`config.mk`:
```
export PLATFORM = sky130hd
export DESIGN_NAME = branch_redirect_ctrl
export DESIGN_NICKNAME = d
export VERILOG_FILES = /design/src/rtl/branch_redirect_ctrl.sv
export SDC_FILE = /design/constraint.sdc
export NUM_CORES = 1
export LEC_CHECK = 0
export ABC_AREA = 0
export CAP_MARGIN = 0
export CELL_PAD_IN_SITES_DETAIL_PLACEMENT = 2
export CELL_PAD_IN_SITES_GLOBAL_PLACEMENT = 2
export CORE_MARGIN = 3
export CORE_UTILIZATION = 23
export CTS_BUF_LIST = sky130_fd_sc_hd__clkbuf_8 sky130_fd_sc_hd__clkbuf_16
export CTS_CLUSTER_DIAMETER = 100
export DETAILED_ROUTE_END_ITERATION = 8
export PLACE_DENSITY = 0.8
export SLEW_MARGIN = 20
export SYNTH_ARGS = -nofsm -noshare
export SYNTH_HDL_FRONTEND = slang
export SYNTH_SLANG_ARGS = --single-unit
```
`constraint.sdc`:
```
create_clock -name clk -period 2 [get_ports clk]
set_clock_uncertainty 0.1 [all_clocks]
set_input_delay 0.2 -clock clk [delete_from_list [all_inputs] [get_ports clk]]
set_output_delay 0.2 -clock clk [all_outputs]
set_load 0.01 [all_outputs]
```
`src/rtl/branch_redirect_ctrl.sv`:
```
// Fetch PC sequencer: redirects on EX-stage taken branches, waits out the I-mem refill,
// and halts on misaligned targets. Optional `BRANCH_STATS_EN adds taken/refill counters.
module branch_redirect_ctrl #(
  parameter logic [31:0] RESET_PC      = 32'h0000_0000,
  parameter int          REFILL_CYCLES = 2
) (
  input  logic        clk,
  input  logic        reset,
  input  logic        stall,
  input  logic        ex_valid,
  input  logic        isBranchTaken,
  input  logic [31:0] branchPC,
  output logic [31:0] pc,
  output logic        fetch_valid,
  output logic        flush_if_of,
  output logic        flush_of_ex,
  output logic        busy,
  output logic        fault,
`ifdef BRANCH_STATS_EN
  output logic [31:0] taken_count,
  output logic [31:0] refill_cycles,
`endif
  output logic [1:0]  dbgState
);

  typedef enum logic [1:0] {
    RUN    = 2'd0,
    REFILL = 2'd1,
    HALT   = 2'd2
  } state_t;

  state_t      state, stateNext;
  logic [3:0]  cnt, cntNext;
  logic [31:0] pcNext;
  logic        faultNext;
  logic        accept;
  logic        aligned;

  // Handshake: a taken branch is consumed only when EX holds a real instruction,
  // the pipeline is not stalled and fetch is running; otherwise EX re-presents it.
  assign accept  = ex_valid & isBranchTaken & ~stall & (state == RUN);
  assign aligned = (branchPC[1:0] == 2'b00);

  always_ff @(posedge clk) begin
    if (reset) begin
      state <= RUN;
      cnt   <= 4'd0;
      pc    <= RESET_PC;
      fault <= 1'b0;
    end else begin
      state <= stateNext;
      cnt   <= cntNext;
      pc    <= pcNext;
      fault <= faultNext;
    end
  end

  always_comb begin
    stateNext   = state;
    cntNext     = cnt;
    pcNext      = pc;
    faultNext   = fault;
    flush_if_of = 1'b0;
    flush_of_ex = 1'b0;
    case (state)
      RUN: begin
        if (accept) begin
          flush_if_of = 1'b1;
          flush_of_ex = 1'b1;
          if (aligned) begin
            pcNext = branchPC;
            if (REFILL_CYCLES != 0) begin
              stateNext = REFILL;
              cntNext   = 4'(REFILL_CYCLES - 1);
            end
          end else begin
            faultNext = 1'b1;
            stateNext = HALT;
          end
        end else if (!stall) begin
          pcNext = pc + 32'd4;
        end
      end
      REFILL: begin
        // Refill models memory latency, so it counts down even while stalled.
        if (cnt == 4'd0) begin
          stateNext = RUN;
        end else begin
          cntNext = cnt - 4'd1;
        end
      end
      HALT: begin
        stateNext = HALT;
      end
      default: begin
        stateNext = RUN;
      end
    endcase
  end

  assign fetch_valid = (state == RUN);
  assign busy        = (state == REFILL);
  assign dbgState    = state;

`ifdef BRANCH_STATS_EN
  always_ff @(posedge clk) begin
    if (reset) begin
      taken_count   <= 32'd0;
      refill_cycles <= 32'd0;
    end else begin
      if (accept && aligned && (taken_count != 32'hFFFF_FFFF))
        taken_count <= taken_count + 32'd1;
      if ((state == REFILL) && (refill_cycles != 32'hFFFF_FFFF))
        refill_cycles <= refill_cycles + 32'd1;
    end
  end
`endif

endmodule

```
==> flow_summary.ini <==
[cts]
cts.path.max_buffers = 2
cts_tree = yes
cts_root_buf = clkbuf_8
clkTransAtPathRegs_ns = 0.08
cts_made_buffers = 5
insertion_delay_ns = 0.30
ctsHtreeMaxLevel = 2
cts.sinks = 39

[flow_run]
drv_cap = 0

[grt]
grt_pass1_vias = 3490
antenna_found_initial = 0
overflow = 0
grt_first_pass_wirelength_mm = 19.0
grtUsageTotal_pct = 20.8
grt_max_degree = 14

[synth]
synth_common_cells = 39 x dfxtp_1, 39 x nand2_1, 26 x nand3_1
synthMuxAreaShare_pct = 0.475
netlist_instances = 297
synth-async-reset-ratio_pct = 0
synth_edf_count = 0
syn-cell-area_sq_mm = 0.00237
synth_xor_area_share_pct = 0
syn_nets = 336
synth_top_cell_by_area = dfxtp_1
syn_avg_cell_area_sq_um = 7.98
synth_cell_types = 53
ys_warn_count = 0
synthTopCellsByArea = dfxtp_1 33%, nand2_1 6.2%, nand3_1 5.5%
synthSimpleGateAreaFrac_pct = 33.1
synthAdderAreaFrac_pct = 1.06
synth_compound_area_share_pct = 26.2
synth_top_area_share_pct = 32.9
synth_top_family_by_area = simple AND/OR/NAND/NOR gates
ys_seq_area_share_pct = 32.9
synth_ff_type = dfxtp_1
synth-seq-cells = 39

[layout]
drive_gt1_share_pct = 28.6
finalInstanceArea_sq_mm = 0.00405
utilization_pct = 40.9
n_fill_cell = 1132
diodes = 0
syn_to_final_growth_pct = 71.1
multi_input_area_sq_mm = 0.00158
final_nets = 478
seqCellArea_sq_um = 798

[status]
status = complete, no violations

[floorplanning]
initial_core_util_pct = 23.9
io_pins = 76
rows = 36
fp.dieW_um = 108
dieHeight_um = 108
core_area_sq_mm = 0.00991
die_area_sq_mm = 0.0116

[setup_path]
start_kind = input pin
required_ns = 1.70
crit_path_end_kind = output pin
worstSetupPathType = input pin to output pin
crit_path_max_fanout = 4
cp_data_arrival_time_ns = 1.68
crit_start = stall
reg2reg_from = pc[10]

[sta]
setup_viol = 0
drv_slew = 0
relSlewSlack_pct = 67.7
rsz0062_at_grt = yes
min_period_ns = 1.98
tightest_slew_ns = 0.481
hold_viol = 0
min_period_over_period_pct = 98.9
fmax_mhz = 506

[placement]
placed_area_sq_mm = 0.00372
place_hpwl_mm = 8.82
io_buffers = 75
place.gp.congestion = 0.827

[pwr]
ir_drop_v = 0.000291
p_leak_nw = 1.47
p_per_area_mw_per_mm2 = 474
power_mw = 1.92

[min_path]
hp-start = pc[0]
min_path_type = register to register

[route]
wl_per_cell_um = 21.9
drtPass1Iterations = 4
detail_route.iter0.violations = 122
wirelength_mm = 12.6
via_per_inst = 5.34
postRouteAntennaNets = 0
vias = 3057
drc_errors = 0
==> cells by family (layout without fill, tap and decap cells) <==
logic type / Yosys count / in the layout
simple gates: 143 / 143
compound gates: 85 / 85
flops: 39 / 39
buf+inv: 27 / 170
fa+ha+maj: 2 / 2
mux: 1 / 1
==> path summary, 6_finish.rpt <==
kind                                     to  slack, ns  cells after the start
worst min-delay path                  pc[0]       0.39                      1
worst max register to register       pc[14]       0.04                      7
worst min register to register        pc[0]       0.39                      1
worst max-delay path            flush_if_of       0.02                      6
==> power breakdown <==
group	internal (mW)	total (mW)	switching (mW)
clock network	0.311	0.611	0.300
logic	0.250	0.472	0.222
registers	0.802	0.839	0.0370
==> stage by stage <==
step	hold WS [ns]	setup WS, ns	std cells	TNS [ns]
2_1_floorplan	0.239	0.00545	297	0
3_3_place_gp	0.368	-0.158	557	-1.93
3_5_place_dp	0.381	-0.255	557	-4.82
4_1_cts	0.391	0.00139	568	0
5_1_grt	0.407	-0.148	573	-0.776
6_report	0.388	0.0227	573	0
==> worst max-delay path, cell delays in order <==
cell and delay [ns]:
clkdlybuf4s50_1 0.52, and3b_2 0.27, nand2_4 0.10, clkinvlp_4 0.14, buf_4 0.17, dlygate4sd2_1 0.28
==> registers in the layout, indices dropped and copies added (netlist names) <==
signal,cells
pc,32
dbgState,2
fault,1
cnt,4
==> metal layers <==
layer	track usage [%]	up-vias	wire [um]
met3	3.78	12	455
met1	24.8	1540	5250
li1	-	1411	-
met5	0	-	0
met4	4.42	0	100
met2	38.5	94	6750
==> placed cells by master (no fill, tap or decap), types with 6 or more instances in the layout <==
cell type | Yosys | layout
clkdlybuf4s50_1 | 0 | 73
buf_4 | 2 | 70
nand2_1 | 39 | 36
dfxtp_1 | 39 | 31
nand3_1 | 26 | 25
nor2_1 | 22 | 17
o21ai_0 | 13 | 12
a21oi_1 | 12 | 12
o211ai_1 | 12 | 12
inv_1 | 11 | 11
nand4_1 | 9 | 9
or3_1 | 9 | 7
a22oi_1 | 7 | 7
clkbuf_8 | 0 | 7
or4_1 | 7 | 6
a32o_1 | 6 | 6
==> what timing repair did <==
item	4_1_cts	5_1_grt
setup buffers	3	5
pin swaps	3	7
setup endpoints to repair	15	26
resized for setup	14	33
cloned	0	0
hold buffers	0	0
==> layout make-up <==
| class | count | share of cell area [%] |
|---|---|---|
| Sequential cell | 39 | 19.7 |
| Tap cell | 133 | 4.10 |
| Clock inverter | 1 | 0.0926 |
| Timing Repair Buffer | 151 | 33.7 |
| Clock buffer | 7 | 2.38 |
| Inverter | 11 | 1.11 |
| Multi-Input combinational cell | 231 | 38.9 |
No activity file was read; power rests on OpenSTA's default activity.
==> RTL change: new RTL, same flow settings <==
The option `BRANCH_STATS_EN` is turned on by a define.
--- a/src/rtl/branch_redirect_ctrl.sv
+++ b/src/rtl/branch_redirect_ctrl.sv
@@ -1,4 +1,6 @@
 // Fetch PC sequencer: redirects on EX-stage taken branches, waits out the I-mem refill,
 // and halts on misaligned targets. Optional `BRANCH_STATS_EN adds taken/refill counters.
+`define BRANCH_STATS_EN
+
 module branch_redirect_ctrl #(
   parameter logic [31:0] RESET_PC      = 32'h0000_0000,
Behaviour (old outputs only; new: refill_cycles and taken_count): unchanged (Yosys induction, for registers that start in step).
==> RTL change against the unedited design <==
Setup slack worse by 460 ps; the flow now finishes with violations (negative setup slack); area after synthesis is 140% higher; die area is 130% higher; count of clock-buffer cells in the layout is 6 higher; routed wire length grew to 2.9 times the old value; sequential cell count is 64 higher; fmax is 19% lower; power is 140% higher; cell area grew to 2.6 times the old value; largest power group unchanged.
==> RTL change: results (changes against the unedited design) <==
| Metric | Value |
|---|---|
| Status | `complete, but fails checks` |
| Failing checks | `negative setup slack` |
| Routed length per instance | `26.4 um (+21%)` |
| Synth Net Count | `734 (+120%)` |
| Met2 wire length | `18900 um (+180%)` |
| Post-synth top cells | `dfxtp_1 (103), a21oi_1 (62), nand2_1 (51)` |
| Critical path startpoint | `dbgState[1]` |
| Clock share of power | `40.2% (+8.4 points)` |
| Antenna violations before repair | `1 (+1)` |
| Synth unique cells | `70 (+32%)` |
| Placed Area | `8810 um^2 (+140%)` |
| Fraction of layout cells with a size suffix above 1 | `43.0% (+14 points)` |
| RD Place Congestion | `0.794 (-4.0%)` |
| Wl on met1 | `14600 um (+180%)` |
| GR Layer Usage met3 | `5.00% (+1.2 points)` |
| Syn Area/Cell | `8.04 um^2 (+0.74%)` |
| Register-to-Register Path Depth | `9 (+2)` |
| Met2 usage | `43.2% (+4.7 points)` |
| Setup slack after layout | `-440 ps (-463 ps)` |
| Vias in the first global route | `8345 (+140%)` |
| Worst Hold End | `taken_count[18]` |
| Overall power | `0.00460 W (+140%)` |
| Worst EP arrival | `2560 ps (+880 ps)` |
| Non-Filler Instances | `1373 (+140%)` |
| Via-to-Cell Ratio | `5.54 (+3.8%)` |
| Port Buf Inserts | `139 (+85%)` |
| CP max FO | `7 (+3)` |
| GR Util All Layers | `24.1% (+3.3 points)` |
| Hold_sp | `reset` |
| Hpwl dp | `19800 um (+120%)` |
| Critical Path End | `pc[29]` |
| Fill count | `2508 (+120%)` |
| P_leak | `3.81 nW (+160%)` |
| Final setup fails | `95 (+95)` |
| Nets | `1090 (+130%)` |
| Sequential power share | `45.5% (+1.8 points)` |
| Hold depth | `2 (+1)` |
| Slew HR | `51.6% (-16 points)` |
| Initial DRC count | `487 (+300%)` |
| Setup slack at placement | `-617 ps (-362 ps)` |
RTL change: cell type report:
| cell class | instances | area share (%) |
|---|---|---|
| clock buffers | 13 | 2.63 |
| clock inverters | 3 | 0.141 |
| inverters | 12 | 0.458 |
| multi-input cells | 536 | 40.1 |
| flip-flops and latches | 103 | 19.7 |
| well taps | 319 | 3.75 |
| repair buffers | 387 | 33.2 |
RTL change: cells by family after synthesis:
family	share of synthesized area, %
xor+xnor	2.99
mux	0.988
buf+inv	3.80
simple gates	32.0
fa+ha+maj	0.899
flops	37.0
compound gates	22.3
RTL change: timing repair:
action | in CTS | in global routing
hold buffers | 0 | 0
endpoints found under the hold margin | 0 | 0
buffers inserted | 33 | 21
endpoints found under the setup margin | 92 | 98
pin swaps | 87 | 27
resized for setup | 160 | 105
gates cloned | 4 | 0
RTL change: worst max-delay path: stages (launching register included):
cell,delay [ps]
dfxtp_2,360
buf_4,140
buf_6,120
or2_4,250
buf_6,130
a311o_2,470
buf_4,180
buf_6,120
o311ai_4,280
o22ai_1,140
